$ cat config.mk
export PLATFORM = sky130hd
export DESIGN_NAME = sweep_step_sequencer
export DESIGN_NICKNAME = d
export VERILOG_FILES = /design/src/rtl/sweep_step_sequencer.sv
export SDC_FILE = /design/constraint.sdc
export NUM_CORES = 1
export LEC_CHECK = 0
export ABC_AREA = 1
export CAP_MARGIN = 25
export CORE_UTILIZATION = 35
export CTS_CLUSTER_DIAMETER = 30
export DETAILED_ROUTE_END_ITERATION = 10
export GPL_TIMING_DRIVEN = 0
export PLACE_DENSITY = 0.64
export SYNTH_ARGS = -nofsm -noshare
export SYNTH_HDL_FRONTEND = slang
export SYNTH_SLANG_ARGS = --single-unit
$ cat constraint.sdc
create_clock -name clk -period 3.5 [get_ports clk]
set_input_delay 0.7 -clock clk [delete_from_list [all_inputs] [get_ports clk]]
set_output_delay 0.7 -clock clk [all_outputs]
set_load 0.05 [all_outputs]
$ cat src/rtl/sweep_step_sequencer.sv
// Ping-pong angle sweep sequencer: dwell at each bin, request one sample with
// req/ack and timeout, then issue exactly one step toward the next bin.
module sweep_step_sequencer #(
  parameter int unsigned ANGLE_STEPS    = 180,
  parameter int unsigned DWELL_CYCLES   = 100000,
  parameter int unsigned TIMEOUT_CYCLES = 1000000
) (
  input  logic        clk,
  input  logic        rst_n,
  input  logic        enable,
  input  logic        sample_ack,
  output logic        step_pulse,
  output logic        step_dir,
  output logic        sample_req,
  output logic [15:0] pos_idx,
  output logic        sweep_done,
  output logic [15:0] sweep_count,
  output logic        sample_timeout,
  output logic        busy
);

  localparam int unsigned PW = $clog2(ANGLE_STEPS);
  localparam int unsigned DW = (DWELL_CYCLES > 1) ? $clog2(DWELL_CYCLES) : 1;
  localparam int unsigned TW = $clog2(TIMEOUT_CYCLES + 1);

  localparam logic [1:0] S_IDLE   = 2'd0;
  localparam logic [1:0] S_DWELL  = 2'd1;
  localparam logic [1:0] S_SAMPLE = 2'd2;
  localparam logic [1:0] S_STEP   = 2'd3;

  logic [1:0]    state_q, state_d;
  logic [DW-1:0] dwell_q, dwell_d;
  logic [TW-1:0] tmo_q, tmo_d;
  logic [PW-1:0] pos_q, pos_d, pos_step, pos_end;
  logic          dir_d;
  logic          step_pulse_d, sample_req_d, sweep_done_d, timeout_d, busy_d;
  logic [15:0]   count_d;

  assign pos_idx = 16'(pos_q);

  // State and registered outputs
  always_ff @(posedge clk or negedge rst_n) begin
    if (!rst_n) begin
      state_q        <= S_IDLE;
      dwell_q        <= '0;
      tmo_q          <= '0;
      pos_q          <= '0;
      step_dir       <= 1'b1;
      step_pulse     <= 1'b0;
      sample_req     <= 1'b0;
      sweep_done     <= 1'b0;
      sweep_count    <= 16'd0;
      sample_timeout <= 1'b0;
      busy           <= 1'b0;
    end else begin
      state_q        <= state_d;
      dwell_q        <= dwell_d;
      tmo_q          <= tmo_d;
      pos_q          <= pos_d;
      step_dir       <= dir_d;
      step_pulse     <= step_pulse_d;
      sample_req     <= sample_req_d;
      sweep_done     <= sweep_done_d;
      sweep_count    <= count_d;
      sample_timeout <= timeout_d;
      busy           <= busy_d;
    end
  end

  // Next-state and next-output logic; the step target is precomputed so the
  // new position and end-bin flag are visible during the STEP cycle itself.
  always_comb begin
    state_d      = state_q;
    dwell_d      = dwell_q;
    tmo_d        = tmo_q;
    pos_d        = pos_q;
    dir_d        = step_dir;
    step_pulse_d = 1'b0;
    sample_req_d = 1'b0;
    sweep_done_d = 1'b0;
    count_d      = sweep_count;
    timeout_d    = sample_timeout;
    pos_step     = step_dir ? (pos_q + PW'(1)) : (pos_q - PW'(1));
    pos_end      = step_dir ? PW'(ANGLE_STEPS - 1) : '0;

    case (state_q)
      S_IDLE: begin
        if (enable) begin
          state_d = S_DWELL;
          dwell_d = DW'(DWELL_CYCLES - 1);
        end
      end
      S_DWELL: begin
        if (!enable) begin
          state_d = S_IDLE;
        end else if (dwell_q == '0) begin
          state_d      = S_SAMPLE;
          sample_req_d = 1'b1;
          tmo_d        = TW'(TIMEOUT_CYCLES - 1);
        end else begin
          dwell_d = dwell_q - DW'(1);
        end
      end
      S_SAMPLE: begin
        if (sample_ack || (tmo_q == '0)) begin
          if (!sample_ack) timeout_d = 1'b1;
          state_d      = S_STEP;
          step_pulse_d = 1'b1;
          pos_d        = pos_step;
          if (pos_step == pos_end) begin
            sweep_done_d = 1'b1;
            if (sweep_count != 16'hFFFF) count_d = sweep_count + 16'd1;
          end
        end else begin
          tmo_d = tmo_q - TW'(1);
        end
      end
      S_STEP: begin
        // Reverse only after the end-bin step has been presented
        if (sweep_done) dir_d = ~step_dir;
        if (enable) begin
          state_d = S_DWELL;
          dwell_d = DW'(DWELL_CYCLES - 1);
        end else begin
          state_d = S_IDLE;
        end
      end
      default: state_d = S_IDLE;
    endcase

    busy_d = (state_d != S_IDLE);
  end

endmodule

==> results.ini, run 1 <==
[outcome]
status = complete, no violations

[final_layout]
n_antenna_cell = 0
drive_gt1_frac = 0.09466
nets = 668
area_growth_syn_to_layout_pct = 20.50

[sta]
hold_viol = 0
max_freq_mhz = 392.2
rsz0062_at_grt = false
min_period_over_period = 0.7286
slew_violations = 0
skew_ps = 6.616
layout_min_cycle_time_ps = 2550
setup_tns_ps = 0
slew_headroom = 0.4226
setup_viol = 0
fin_worst_hold_slack_ps = 455.6
tightest_slew_ps = 866.1

[floorplanning]
core_area_um2 = 12160
ios = 42
num_rows = 40
start_util = 0.3648
die_h_um = 114.6
die_w_um = 114.6
dieArea_um2 = 13130

[detailed_routing]
drtIter0Drc = 277
wl_per_cell_um = 12.09
vias = 3999
ant_nets = 0
viasPerCell = 4.859
dr.pass1.iters = 4
drc_errors = 0
routed_wirelength_um = 9947

[pwr]
p_int_uw = 1601
switching_share = 0.2692
p_leak_uw = 0.002569
clkPwrFrac = 0.486
p_sw_uw = 589.8
power_density_nw_per_um2 = 409.8
vdd_drop_max_mv = 0.2961
combPwrFrac = 0.128
seqPwrFrac = 0.386

[clock_tree]
ctsRootBufferMaster = clkbuf_16
cts-buffers-inserted = 9
hold_buffers = 0
cts_resized = 0
cts_tree = built
clk_latency_ps = 340
clk_pin_slew_ps = 60
cts-htree-levels = 3
cts_setup_buffers = 0
cts.sinks = 69
clockBufferDepth = 2

[synth]
synth_cell_types = 37
synth_area_leaders = dfrtp_1, nand2_1, nor2_1
ys.warnings.count = 0
synth_top_area_cell = dfrtp_1
syn_area_per_cell_um2 = 7.407
yosys_register_bits = 69
synth.top_cell.area_share = 0.3835
syn_area_um2 = 4437
yosysSeqAreaShare = 0.3895
netlist_instances = 599

[run]
drv_cap = 0

[min_path]
hold_path_class = in -> async

[global_routing]
grt_pass1_vias = 3847
gr-usage-all-layers = 0.1666
globalRouteOverflowTotal = 0
grt_max_degree = 70
antenna_found_initial = 0
grt_pass1_wl_um = 17470

[worst_setup_path]
crit_chain = inv_2 -> fa_1 -> nand3_1 -> nand2_1 -> nand2_1 -> nand2_1 -> nor2_1 -> nand3_2 -> nand2_4 -> nand3_4 -> buf_6 -> nand2_1 -> nand2_1
critical_path_class = reg -> reg
cp.required_ps = 3730
critPathLaunchType = flop
arrival_ps = 2780
slowest_stage = dfstp_2
slowest_delay_ps = 610
worstPathMaxFanout = 11
end_kind = flop
path_buf_inv = 2
crit_top_cell = nand2_1
critical-path-top-delay-family = simple AND/OR/NAND/NOR gates

[placement]
gp_congestion = 0.8898
port_buffers = 33
dpl.hpwl_um = 7237

flip-flops by register name, indices dropped and copies added (netlist names):
signal and cells:
sweep_done 1, dwell_q 17, busy 1, step_pulse 1
step_dir 1, sweep_count 16, tmo_q 20, state_q 2
pos_q 8, sample_timeout 1, sample_req 1
worst register-to-register path: stages, from the launching register on:
cell and delay, ps:
dfstp_2 610, inv_2 150, fa_1 510, nand3_1 120, nand2_1 60, nand2_1 110, nand2_1 100, nor2_1 130
nand3_2 110, nand2_4 130, nand3_4 120, buf_6 190, nand2_1 60, nand2_1 50
power by group through the flow:
stage          Sequential (µW)  Combinational [µW]  Clock (µW)
2_1_floorplan              876                 180           0
3_3_place_gp               860                 275           0
3_5_place_dp               860                 283           0
4_1_cts                    847                 284        1090
5_1_grt                    851                 318        1130
6_report                   847                 280        1060
cells in the final DEF, fill, tap and decap left out, types with 5 or more instances in the layout:
master           Yosys  final
clkdlybuf4s50_1      0     32
nand3_1             30     30
clkbuf_16            0      9
o21ai_0             30     30
nor3_1               9      9
xor2_1              23     23
nor2_1              72     72
ha_1                13     13
buf_2                5      5
nand3b_1             5      5
buf_4               10     11
nand2_2              8      8
inv_1               52     52
nand2_1            185    185
a21oi_1              9      9
dfrtp_1             68     68
conb_1               1      8
o21ai_1              5      5
nand4_1             28     28
xnor2_1             14     14
kinds of logic (layout without fill, tap and decap cells):
kind of cell               count (synthesis)  count (layout)  synth area share
xor gates and xnor gates                  37              37           0.07304
other                                      1               8         0.0008452
and+or+nand+nor                          353             353            0.3556
buffers and inverters                     73             122           0.07501
adders and majority gates                 14              14           0.04117
DFF                                       69              69            0.3895
AOI/OAI and AO/OA                         52              52           0.06486
cells in the mapped netlist, drive strengths merged:
cell type  number
xnor2          14
nand2         195
nand3          35
o21bai          1
clkbuf          2
nor3            9
nor4            1
a41oi           1
ha             13
o31ai           1
inv            54
nand4          28
dfstp           1
o21ai          36
a31oi           2
xor2           23
nor2           77
dfrtp          68
a21oi           9
a22oi           2
or2             3
conb            1
nand3b          5
buf            17
fa              1
metrics by stage:
| step | area [µm²] | worst slack, ps | util | cells | power (µW) |
|---|---|---|---|---|---|
| after floorplan | 4463 | 997.1 | - | 606 | 1057 |
| after global placement | 5004 | -691.5 | 0.4114 | 807 | 1136 |
| after detailed placement | 5001 | 944.8 | 0.4112 | 807 | 1143 |
| after CTS | 5346 | 945.2 | 0.4396 | 823 | 2217 |
| after global routing | 5346 | 726.4 | 0.4396 | 823 | 2297 |
| final | 5346 | 950.0 | 0.4396 | 823 | 2191 |
per-layer routing:
layer,vias to the layer above,share of wire,track usage
met1,1894,0.48,0.2134
met4,0,0.014,0.06407
met2,61,0.47,0.2764
met3,12,0.033,0.03335
met5,-,0,0
li1,2032,-,-
worst paths after layout:
| check | from | to | slack (ps) | cells after the start |
|---|---|---|---|---|
| min in group clk | dwell_q[15]$_DFFE_PN0P_ | dwell_q[15]$_DFFE_PN0P_ | 490 | 1 |
| max reg2reg | step_dir$_DFFE_PN1P_ | sweep_count[10]$_DFFE_PN0P_ | 950 | 13 |
| min reg2reg | dwell_q[15]$_DFFE_PN0P_ | dwell_q[15]$_DFFE_PN0P_ | 490 | 1 |
| max | step_dir$_DFFE_PN1P_ | sweep_count[10]$_DFFE_PN0P_ | 950 | 13 |
| max in group asynchronous | rst_n | tmo_q[1]$_DFFE_PN0P_ | 2450 | 1 |
| min | rst_n | pos_q[6]$_DFFE_PN0P_ | 460 | 1 |
cell type report:
type                    count  area (µm²)
plain buffers              19       130.1
clock buffers               9       225.2
clock inverters             7       120.1
fillers                  1232        6815
inverters                  54       202.7
multi-input cells         464        2402
flip-flops and latches     69        1728
well taps                 168       210.2
repair buffers             33       327.8
(Power assumes the default switching activity.)
==> run 2: changes to the inputs <==
--- a/config.mk
+++ b/config.mk
@@ -11,7 +11,7 @@
 export CTS_CLUSTER_DIAMETER = 30
 export DETAILED_ROUTE_END_ITERATION = 10
 export GPL_TIMING_DRIVEN = 0
-export PLACE_DENSITY = 0.64
+export PLACE_DENSITY = 0.66
 export SYNTH_ARGS = -nofsm -noshare
 export SYNTH_HDL_FRONTEND = slang
 export SYNTH_SLANG_ARGS = --single-unit
==> constraint.sdc (replaced) <==
create_clock -name clk -period 2.1 [get_ports clk]
set_input_delay 0.42 -clock clk [delete_from_list [all_inputs] [get_ports clk]]
set_output_delay 0.42 -clock clk [all_outputs]
set_load 0.05 [all_outputs]
==> run 2 against run 1 <==
The run now ends with negative setup slack left. Die area stayed put. Via count is 2.8% higher. Maximum frequency is 11% higher. Critical path depth is 2 lower. Sequential power is 66% higher. Critical path type unchanged. Critical endpoint is now sweep_count[12]$_DFFE_PN0P_. Largest power group unchanged. Highest routed layer unchanged.
==> results.ini, run 2 (synthesis gave the netlist of run 1 again) <==
[min_path]
hold_path_class = in -> async

[worst_setup_path]
crit_chain = inv_12 -> fa_2 -> nand3_2 -> nand3_4 -> a21oi_2 -> nand3_2 -> nand2_4 -> nand3_4 -> buf_6 -> nand2_1 -> nand2_1
cp.required_ps = 2320  ; -1410 ps
slowest_delay_ps = 660  ; +50 ps
critical_path_class = reg -> reg
end_kind = flop
worstPathMaxFanout = 9  ; -2
arrival_ps = 2510  ; -270 ps
critPathLaunchType = flop
slowest_stage = dfstp_4
critical-path-top-delay-family = simple AND/OR/NAND/NOR gates
path_buf_inv = 2  ; unchanged

[outcome]
violations = negative setup slack
status = finished with violations

[clock_tree]
hold_buffers = 0  ; unchanged
cts_tree = built
cts.sinks = 69  ; unchanged
clockBufferDepth = 2  ; unchanged
clk_pin_slew_ps = 60  ; about the same
cts-htree-levels = 3  ; unchanged
clk_latency_ps = 330  ; about the same
ctsRootBufferMaster = clkbuf_16
cts-buffers-inserted = 9  ; unchanged

[sta]
slew_headroom = 0.4175  ; -0.005118
skew_ps = 7.506  ; +0.8901 ps
max_freq_mhz = 436.8  ; +11%
hold_viol = 0  ; unchanged
layout_min_cycle_time_ps = 2289  ; -260.9 ps
setup_viol = 17  ; +17
min_period_over_period = 1.090  ; +0.3615
slew_violations = 0  ; unchanged
setup_ws_ps = -189.2  ; -1139 ps
fin_worst_hold_slack_ps = 199.5  ; -256.1 ps
tightest_slew_ps = 873.8  ; +7.676 ps
rsz0062_at_grt = true

[floorplanning]
ios = 42  ; unchanged
num_rows = 40  ; unchanged
start_util = 0.3648  ; unchanged
dieArea_um2 = 13130  ; unchanged
core_area_um2 = 12160  ; unchanged
die_h_um = 114.6  ; unchanged
die_w_um = 114.6  ; unchanged

[placement]
placed_cells = 807  ; unchanged
port_buffers = 33  ; unchanged
gp_congestion = 0.8685  ; -2.4%
dpl.hpwl_um = 7269  ; +0.45%

[final_layout]
n_antenna_cell = 0  ; unchanged
final_cells = 842  ; +2.3%
final_common_cell = nand2_1
area_growth_syn_to_layout_pct = 29.98
final_cell_mix = nand2_1, nor2_1, dfrtp_1
nets = 687  ; +2.8%
largest_reg_flops = 20  ; unchanged
reg_top3 = tmo_q: 20 flops, dwell_q: 17 flops, sweep_count: 16 flops
fill_cells = 1201  ; -2.5%
drive_gt1_frac = 0.1810  ; +0.08635
top_register = tmo_q

[global_routing]
grt_max_degree = 70  ; unchanged
antenna_found_initial = 0  ; unchanged
grt_pass1_vias = 3867  ; +0.52%
gr-usage-all-layers = 0.1715  ; +0.004842
globalRouteOverflowTotal = 0  ; unchanged
grt_pass1_wl_um = 17930  ; +2.6%

[detailed_routing]
vias = 4109  ; +2.8%
routed_wirelength_um = 10650  ; +7.0%
drtIter0Drc = 293  ; +5.8%
wl_per_cell_um = 12.65  ; +4.6%
viasPerCell = 4.880  ; +0.43%
drc_errors = 0  ; unchanged
dr.pass1.iters = 6  ; +2
ant_nets = 0  ; unchanged

[pwr]
p_leak_uw = 0.002798  ; +8.9%
power_density_nw_per_um2 = 643.8  ; +57%
vdd_drop_max_mv = 0.3818  ; +29%

[run]
drv_cap = 0  ; unchanged

run 2: cell types whose count changed in the layout (fill, tap and decap cells not counted), sizes merged:
cell | previous run | this run
clkdlybuf4s15 | 0 | 1
clkinvlp | 1 | 2
buf | 18 | 35
inv | 56 | 55
clkdlybuf4s50 | 32 | 27
dlymetal6s2s | 0 | 4
clkbuf | 11 | 13
run 2: area by class of cell:
type / instances / area [µm²] / share of cell area
well taps: 168 / 210.2 / 0.03645
flip-flops and latches: 69 / 1732 / 0.3003
inverters: 54 / 217.7 / 0.03775
repair buffers: 53 / 505.5 / 0.08765
plain buffers: 18 / 130.1 / 0.02256
multi-input cells: 464 / 2624 / 0.4550
clock buffers: 9 / 225.2 / 0.03905
clock inverters: 7 / 122.6 / 0.02126
run 2: path summary, 6_finish.rpt:
path	startpoint	to	slack, ps	cells after the start
max	step_dir$_DFFE_PN1P_	sweep_count[12]$_DFFE_PN0P_	-190	11
min	rst_n	pos_q[6]$_DFFE_PN0P_	200	1
max reg2reg	step_dir$_DFFE_PN1P_	sweep_count[12]$_DFFE_PN0P_	-190	11
min reg2reg	sample_timeout$_DFFE_PN0P_	sample_timeout$_DFFE_PN0P_	500	1
max in group asynchronous	rst_n	tmo_q[2]$_DFFE_PN0P_	1320	1
min in group clk	sample_timeout$_DFFE_PN0P_	sample_timeout$_DFFE_PN0P_	500	1
run 2: per-stage QoR:
stage	total power (µW)	TNS, ps	util	worst slack (ps)	area, µm²
after global routing	3875	-4778	0.4742	-300.5	5767
after CTS	3702	-2995	0.4595	-213.2	5588
final	3713	-2744	0.4742	-189.2	5767
after global placement	1891	-127830	0.4187	-1816	5092
after detailed placement	1899	-4386	0.4185	-319.8	5090
after floorplan	1761	-2282	-	-193.9	4552
run 2: routing by layer:
metal | global-route usage | vias up | routed length (µm)
li1 | - | 2061 | -
met4 | 0.07013 | 0 | 199
met5 | 0 | - | 0
met1 | 0.2177 | 1935 | 5005
met3 | 0.03017 | 22 | 372
met2 | 0.2881 | 91 | 5070
run 2: report_power, final:
| group | internal (µW) | leakage (µW) | switching, µW | total (µW) |
|---|---|---|---|---|
| Combinational | 167 | 0.00177 | 357 | 524 |
| Clock | 1170 | 0.000162 | 612 | 1780 |
| Sequential | 1380 | 0.000867 | 34.5 | 1410 |
| Total | 2710 | 0.00280 | 1000 | 3710 |
run 2: worst reg2reg max path, cell delays in order (launching register included):
cell and delay [ps]:
dfstp_4 660, inv_12 60, fa_2 410, nand3_2 130, nand3_4 110, a21oi_2 170, nand3_2 120, nand2_4 110
nand3_4 120, buf_6 180, nand2_1 50, nand2_1 50
run 2: repair_timing:
item                       4_1_cts  5_1_grt
gates resized for setup         18       35
setup buffers                   10        9
pin swaps                        6       22
cloned                           1        0
setup endpoints to repair       26       51
==> run 3: changes to the inputs <==
--- a/config.mk
+++ b/config.mk
@@ -7,6 +7,7 @@
 export LEC_CHECK = 0
 export ABC_AREA = 1
 export CAP_MARGIN = 25
+export CORE_MARGIN = 1
 export CORE_UTILIZATION = 35
 export CTS_CLUSTER_DIAMETER = 30
 export DETAILED_ROUTE_END_ITERATION = 10
==> results of run 3 <==
The final DEF is identical to that of run 2; final timing and power are the same.
